[src/rtl/alu_operand_sequencer_if.sv]
`default_nettype none
`timescale 1ns/1ps
// +----------------------------------------------------------------------------+
// | alu_operand_sequencer_if : switch/button/ALU bus of the operand sequencer  |
// | Rev 1.0                                                                    |
// +----------------------------------------------------------------------------+
interface alu_operand_sequencer_if #(
  parameter int SIZEDATA = 8,
  parameter int SIZEOP   = 6
) ();

  logic [SIZEDATA-1:0] SWITCHES;
  logic                BTN_NEXT;
  logic                BTN_CLEAR;
  logic [SIZEDATA-1:0] ALU_RESULT;
  // Operands are two's complement; signedness is interpreted by the ALU.
  logic [SIZEDATA-1:0] DATOA;
  logic [SIZEDATA-1:0] DATOB;
  logic [SIZEOP-1:0]   OPCODE;
  logic [SIZEDATA-1:0] LEDS;
  logic [2:0]          STATE;
  logic                DONE;

  modport master (
    input  SWITCHES, BTN_NEXT, BTN_CLEAR, ALU_RESULT,
    output DATOA, DATOB, OPCODE, LEDS, STATE, DONE
  );

  modport slave (
    output SWITCHES, BTN_NEXT, BTN_CLEAR, ALU_RESULT,
    input  DATOA, DATOB, OPCODE, LEDS, STATE, DONE
  );

endinterface
`default_nettype wire

[src/rtl/alu_operand_sequencer.sv]
`default_nettype none
`timescale 1ns/1ps
// +----------------------------------------------------------------------------+
// | alu_operand_sequencer : single-button A/B/opcode loader with held result   |
// | Rev 1.0                                                                    |
// +----------------------------------------------------------------------------+
module alu_operand_sequencer #(
  parameter int SIZEDATA        = 8,
  parameter int SIZEOP          = 6,
  parameter int DEBOUNCE_CYCLES = 1000000
) (
  input  wire logic               CLK,
  input  wire logic               RESET,
  alu_operand_sequencer_if.master bus
);

  localparam int                 c_cnt_w    = $clog2(DEBOUNCE_CYCLES);
  localparam logic [c_cnt_w-1:0] c_cnt_last = c_cnt_w'(DEBOUNCE_CYCLES - 1);
  localparam int                 c_nbtn     = 2;
  localparam int                 c_btn_next = 0;
  localparam int                 c_btn_clr  = 1;

  typedef enum logic [2:0] {
    S_A    = 3'd0,
    S_B    = 3'd1,
    S_OP   = 3'd2,
    S_EXEC = 3'd3,
    S_SHOW = 3'd4
  } state_t;

  logic [c_nbtn-1:0] w_btn_raw;
  logic [c_nbtn-1:0] w_btn_pulse;
  logic              w_p_next;
  logic              w_p_clear;

  assign w_btn_raw[c_btn_next] = bus.BTN_NEXT;
  assign w_btn_raw[c_btn_clr]  = bus.BTN_CLEAR;

  // Per button: 2-FF synchronizer, stability-counter debounce, rising-edge pulse.
  for (genvar gi = 0; gi < c_nbtn; gi++) begin : g_btn
    logic               r_meta;
    logic               r_sync;
    logic               r_db;
    logic               r_db_q;
    logic               r_pulse;
    logic [c_cnt_w-1:0] r_cnt;

    always_ff @(posedge CLK or negedge RESET) begin
      if (!RESET) begin
        r_meta  <= 1'b0;
        r_sync  <= 1'b0;
        r_db    <= 1'b0;
        r_db_q  <= 1'b0;
        r_pulse <= 1'b0;
        r_cnt   <= '0;
      end else begin
        r_meta  <= w_btn_raw[gi];
        r_sync  <= r_meta;
        r_db_q  <= r_db;
        r_pulse <= r_db & ~r_db_q;
        if (r_sync == r_db) begin
          r_cnt <= '0;
        end else if (r_cnt == c_cnt_last) begin
          r_db  <= r_sync;
          r_cnt <= '0;
        end else begin
          r_cnt <= r_cnt + c_cnt_w'(1);
        end
      end
    end

    assign w_btn_pulse[gi] = r_pulse;
  end

  assign w_p_next  = w_btn_pulse[c_btn_next];
  assign w_p_clear = w_btn_pulse[c_btn_clr];

  state_t r_state;
  state_t w_state_nxt;
  logic   w_load_a;
  logic   w_load_b;
  logic   w_load_op;
  logic   w_capture;
  logic   w_clear;

  always_ff @(posedge CLK or negedge RESET) begin
    if (!RESET) begin
      r_state <= S_A;
    end else begin
      r_state <= w_state_nxt;
    end
  end

  // Clear overrides every state, so a coincident NEXT is simply dropped.
  always_comb begin
    w_state_nxt = r_state;
    w_load_a    = 1'b0;
    w_load_b    = 1'b0;
    w_load_op   = 1'b0;
    w_capture   = 1'b0;
    w_clear     = 1'b0;
    if (w_p_clear) begin
      w_clear     = 1'b1;
      w_state_nxt = S_A;
    end else begin
      case (r_state)
        S_A: begin
          if (w_p_next) begin
            w_load_a    = 1'b1;
            w_state_nxt = S_B;
          end
        end
        S_B: begin
          if (w_p_next) begin
            w_load_b    = 1'b1;
            w_state_nxt = S_OP;
          end
        end
        S_OP: begin
          if (w_p_next) begin
            w_load_op   = 1'b1;
            w_state_nxt = S_EXEC;
          end
        end
        S_EXEC: begin
          w_capture   = 1'b1;
          w_state_nxt = S_SHOW;
        end
        S_SHOW: begin
          if (w_p_next) begin
            w_state_nxt = S_A;
          end
        end
        default: begin
          w_state_nxt = S_A;
        end
      endcase
    end
  end

  logic [SIZEDATA-1:0] r_dato_a;
  logic [SIZEDATA-1:0] r_dato_b;
  logic [SIZEOP-1:0]   r_opcode;
  logic [SIZEDATA-1:0] r_leds;
  logic                r_done;

  // LEDS only samples the ALU in S_EXEC, after OPCODE has settled for a cycle.
  always_ff @(posedge CLK or negedge RESET) begin
    if (!RESET) begin
      r_dato_a <= '0;
      r_dato_b <= '0;
      r_opcode <= '0;
      r_leds   <= '0;
      r_done   <= 1'b0;
    end else if (w_clear) begin
      r_dato_a <= '0;
      r_dato_b <= '0;
      r_opcode <= '0;
      r_leds   <= '0;
      r_done   <= 1'b0;
    end else begin
      r_done <= w_capture;
      if (w_load_a) begin
        r_dato_a <= bus.SWITCHES;
      end
      if (w_load_b) begin
        r_dato_b <= bus.SWITCHES;
      end
      if (w_load_op) begin
        r_opcode <= bus.SWITCHES[SIZEOP-1:0];
      end
      if (w_capture) begin
        r_leds <= bus.ALU_RESULT;
      end
    end
  end

  assign bus.DATOA  = r_dato_a;
  assign bus.DATOB  = r_dato_b;
  assign bus.OPCODE = r_opcode;
  assign bus.LEDS   = r_leds;
  assign bus.STATE  = r_state;
  assign bus.DONE   = r_done;

endmodule
`default_nettype wire

[src/flat_wrapper.sv]
// flat-port wrapper written by rule: the top's interface ports become plain ports
module alu_operand_sequencer_flat 
#(
  parameter int SIZEDATA        = 8,
  parameter int SIZEOP          = 6,
  parameter int DEBOUNCE_CYCLES = 1000000
)
  (CLK, RESET, bus_SWITCHES, bus_BTN_NEXT, bus_BTN_CLEAR, bus_ALU_RESULT, bus_DATOA, bus_DATOB, bus_OPCODE, bus_LEDS, bus_STATE, bus_DONE);
  alu_operand_sequencer_if #(.SIZEDATA(SIZEDATA), .SIZEOP(SIZEOP)) bus_i ();
  input  wire logic CLK;
  input  wire logic RESET;
  input wire logic [$bits(bus_i.SWITCHES)-1:0] bus_SWITCHES;
  input wire logic [$bits(bus_i.BTN_NEXT)-1:0] bus_BTN_NEXT;
  input wire logic [$bits(bus_i.BTN_CLEAR)-1:0] bus_BTN_CLEAR;
  input wire logic [$bits(bus_i.ALU_RESULT)-1:0] bus_ALU_RESULT;
  output wire logic [$bits(bus_i.DATOA)-1:0] bus_DATOA;
  output wire logic [$bits(bus_i.DATOB)-1:0] bus_DATOB;
  output wire logic [$bits(bus_i.OPCODE)-1:0] bus_OPCODE;
  output wire logic [$bits(bus_i.LEDS)-1:0] bus_LEDS;
  output wire logic [$bits(bus_i.STATE)-1:0] bus_STATE;
  output wire logic [$bits(bus_i.DONE)-1:0] bus_DONE;
  assign bus_i.SWITCHES = bus_SWITCHES;
  assign bus_i.BTN_NEXT = bus_BTN_NEXT;
  assign bus_i.BTN_CLEAR = bus_BTN_CLEAR;
  assign bus_i.ALU_RESULT = bus_ALU_RESULT;
  assign bus_DATOA = bus_i.DATOA;
  assign bus_DATOB = bus_i.DATOB;
  assign bus_OPCODE = bus_i.OPCODE;
  assign bus_LEDS = bus_i.LEDS;
  assign bus_STATE = bus_i.STATE;
  assign bus_DONE = bus_i.DONE;
  alu_operand_sequencer #(.SIZEDATA(SIZEDATA), .SIZEOP(SIZEOP), .DEBOUNCE_CYCLES(DEBOUNCE_CYCLES)) u_core (.CLK(CLK), .RESET(RESET), .bus(bus_i));
endmodule
[config.mk]
export PLATFORM = sky130hd
export DESIGN_NAME = alu_operand_sequencer_flat
export DESIGN_NICKNAME = d
export VERILOG_FILES = /design/src/rtl/alu_operand_sequencer_if.sv /design/src/rtl/alu_operand_sequencer.sv /design/src/flat_wrapper.sv
export SDC_FILE = /design/constraint.sdc
export NUM_CORES = 1
export LEC_CHECK = 0
export CAP_MARGIN = 20
export CORE_UTILIZATION = 49
export CTS_CLUSTER_DIAMETER = 60
export DETAILED_ROUTE_END_ITERATION = 10
export PLACE_DENSITY_LB_ADDON = 0.15
export SLEW_MARGIN = 20
export SYNTH_ARGS = -nofsm -noshare
export SYNTH_HDL_FRONTEND = slang
export SYNTH_SLANG_ARGS = --single-unit
[constraint.sdc]
create_clock -name CLK -period 2.1 [get_ports CLK]
set_clock_uncertainty 0.15 [all_clocks]
set_input_delay 0.315 -clock CLK [delete_from_list [all_inputs] [get_ports CLK]]
set_output_delay 0.315 -clock CLK [all_outputs]
set_load 0.005 [all_outputs]
==> impl_metrics.json <==
{
  "num_io_pins": 54,
  "wl_per_cell_um": 12.9,
  "ys_seq_area_frac": 0.576,
  "hpwlAfterDp_mm": 4.85,
  "gp_congestion": 0.772,
  "hp-class": "reg2reg",
  "finalSetupViolations": 0,
  "path_clk_slew_ps": 80,
  "postPlaceCellArea_um2": 4390,
  "syn_area_per_cell_um2": 10.1,
  "first_global_vias": 2630,
  "powerDensity_nw_per_um2": 668,
  "period_minus_slack_ps": 1990,
  "synth_seq_cells": 84,
  "crit_start": "u_core.g_btn[0].r_cnt[0]",
  "fin_crit_sh": 0.950,
  "drc": 0,
  "synth_top_area_share": 0.576,
  "rows": 31,
  "required_ps": 2240,
  "cts_buffers": 9,
  "area_delta_synth_final_pct": 27.7,
  "syn_inst": 360,
  "path_max_fanout": 5,
  "status": "finished clean",
  "power_mw": 3.11,
  "netlist_area_um2": 3650,
  "grt_max_degree": 36,
  "leakagePower_nw": 2.03,
  "cts_tree": "done",
  "grt_pass1_wl_mm": 11.7,
  "nNetsFinal": 450,
  "rsz0062_at_grt": "no",
  "startpoint_type": "register",
  "num_vias": 2746,
  "yosys.area.top_type": "dfrtp_1",
  "final_cell_area_um2": 4660,
  "vdd_drop_max_uv": 324,
  "cts.sinks": 84,
  "coreArea_um2": 7210,
  "antenna_found_initial": 0,
  "fmax_ghz": 0.501,
  "fin_cells": 532,
  "drt_first_pass_iters": 4,
  "portBuffers": 53,
  "viasPerCell": 5.16,
  "r2r-start": "u_core.g_btn[0].r_cnt[0]",
  "critPathCaptureType": "register",
  "hp-start": "u_core.g_btn[0].r_meta",
  "drt_iter0_drc": 76,
  "final_cell_mix": "dfrtp_1 (84), clkdlybuf4s50_1 (52), nand2_1 (45)",
  "final_common_cell": "dfrtp_1",
  "synth_area_leaders": "dfrtp_1 (58%), nand2_1 (4.6%), xnor2_1 (4.3%)",
  "final_hold_viol_count": 0,
  "dieArea_um2": 7800,
  "max-cap-violations": 0,
  "syn_nets": 382,
  "insertion_delay_ps": 360,
  "dpl.cell_count": 514,
  "slew_viol_final": 0,
  "wl_mm": 6.87,
  "diodes": 0,
  "grt_overflow": 0,
  "clk_path_buf_depth": 2,
  "worst_pin_slew_ps": 499,
  "slew-limit-headroom": 0.668,
  "hold_slack_ps": 204,
  "die_h_um": 88.3,
  "cts_root_buf": "clkbuf_8",
  "criticalPathCategory": "reg2reg",
  "htreeDepth": 3,
  "yosys_warnings": 0,
  "ys_types": 32,
  "grt_usage": 0.198,
  "detail-route-antenna-nets": 0,
  "cp.arrival_ps": 2130,
  "start_util": 0.506,
  "drive_above_1_share": 0.106,
  "tns_ps": 0,
  "die_x_um": 88.3
}
==> final timing paths <==
path	slack, ps	end	depth (start not counted)
setup / recovery	110	u_core.g_btn[0].r_cnt[18]	5
hold / removal	200	u_core.g_btn[0].r_sync	0
setup reg to reg	110	u_core.g_btn[0].r_cnt[18]	5
hold reg to reg	200	u_core.g_btn[0].r_sync	0
max in group asynchronous	910	u_core.g_btn[0].r_cnt[3]	3
min in group asynchronous	290	u_core.bus.DATOB[7]	2
==> critical path, stage by stage, from the launching register on <==
cell and delay, ps:
dfrtp_1 370, ha_1 180, nand2_1 90, or4_4 510
or4_4 490, a21oi_2 140
==> what timing repair did <==
action	in CTS	in global routing
setup endpoints to repair	0	7
endpoints found under the hold margin	31	0
setup buffers	0	1
gates resized for setup	0	5
hold buffers	1	0
==> cell usage after synthesis (all sizes together) <==
cell type,n
dfrtp,84
nor3,10
nor2b,3
mux2i,8
and4,1
or4,8
nor4b,2
nand3,12
buf,2
or2,1
nor2,40
and2,3
a31oi,2
nand3b,1
nand2,45
inv,13
or3,9
ha,2
a21oi,22
xnor2,18
o31ai,7
a21boi,1
nand4,9
nand2b,8
a31o,1
xor2,8
mux2,2
o21ai,20
clkbuf,11
nor4,7
==> logic make-up after synthesis <==
| group | after synthesis | share of synthesized area |
|---|---|---|
| xor+xnor | 26 | 0.0624 |
| flops | 84 | 0.576 |
| fa+ha+maj | 2 | 0.00686 |
| mux | 10 | 0.0281 |
| buf+inv | 26 | 0.0274 |
| simple gates | 159 | 0.215 |
| compound gates | 53 | 0.0837 |
==> layout make-up <==
class,count,area [um^2]
tap,99,124
inverter,13,48.8
sequential,84,2100
timing repair buffer,70,683
clock inverter,6,93.8
clock buffer,10,138
fill,624,2550
multi-input combinational,250,1470
==> sequential cells by signal, indices dropped and copies added (netlist names) <==
signal / flops
u_core.g_btn.r_cnt: 40
u_core.g_btn.r_db: 2
u_core.g_btn.r_sync: 2
u_core.bus.DATOA: 8
u_core.bus.LEDS: 8
u_core.bus.STATE: 3
u_core.bus.DONE: 1
u_core.g_btn.r_meta: 2
u_core.bus.DATOB: 8
u_core.g_btn.r_db_q: 2
u_core.g_btn.r_pulse: 2
u_core.bus.OPCODE: 6
==> stage by stage <==
stage,setup slack (ps),util
floorplan,5.00,-
global placement,63.6,0.609
detailed placement,25.2,0.609
CTS,9.53,0.642
global route,0.612,0.646
finish,106,0.646
==> power breakdown <==
| part | switching [mW] | internal [mW] |
|---|---|---|
| registers | 0.0145 | 1.64 |
| logic | 0.0731 | 0.0746 |
| clock network | 0.597 | 0.715 |
==> per-layer routing <==
layer | up-vias | part of all wire | global-route usage
met3 | 10 | 0.050 | 0.0401
li1 | 1372 | - | -
met1 | 1313 | 0.47 | 0.258
met4 | 0 | 0.013 | 0.0865
met5 | - | 0 | 0
met2 | 51 | 0.46 | 0.322
Note: power is estimated with default switching activity, not from simulation.
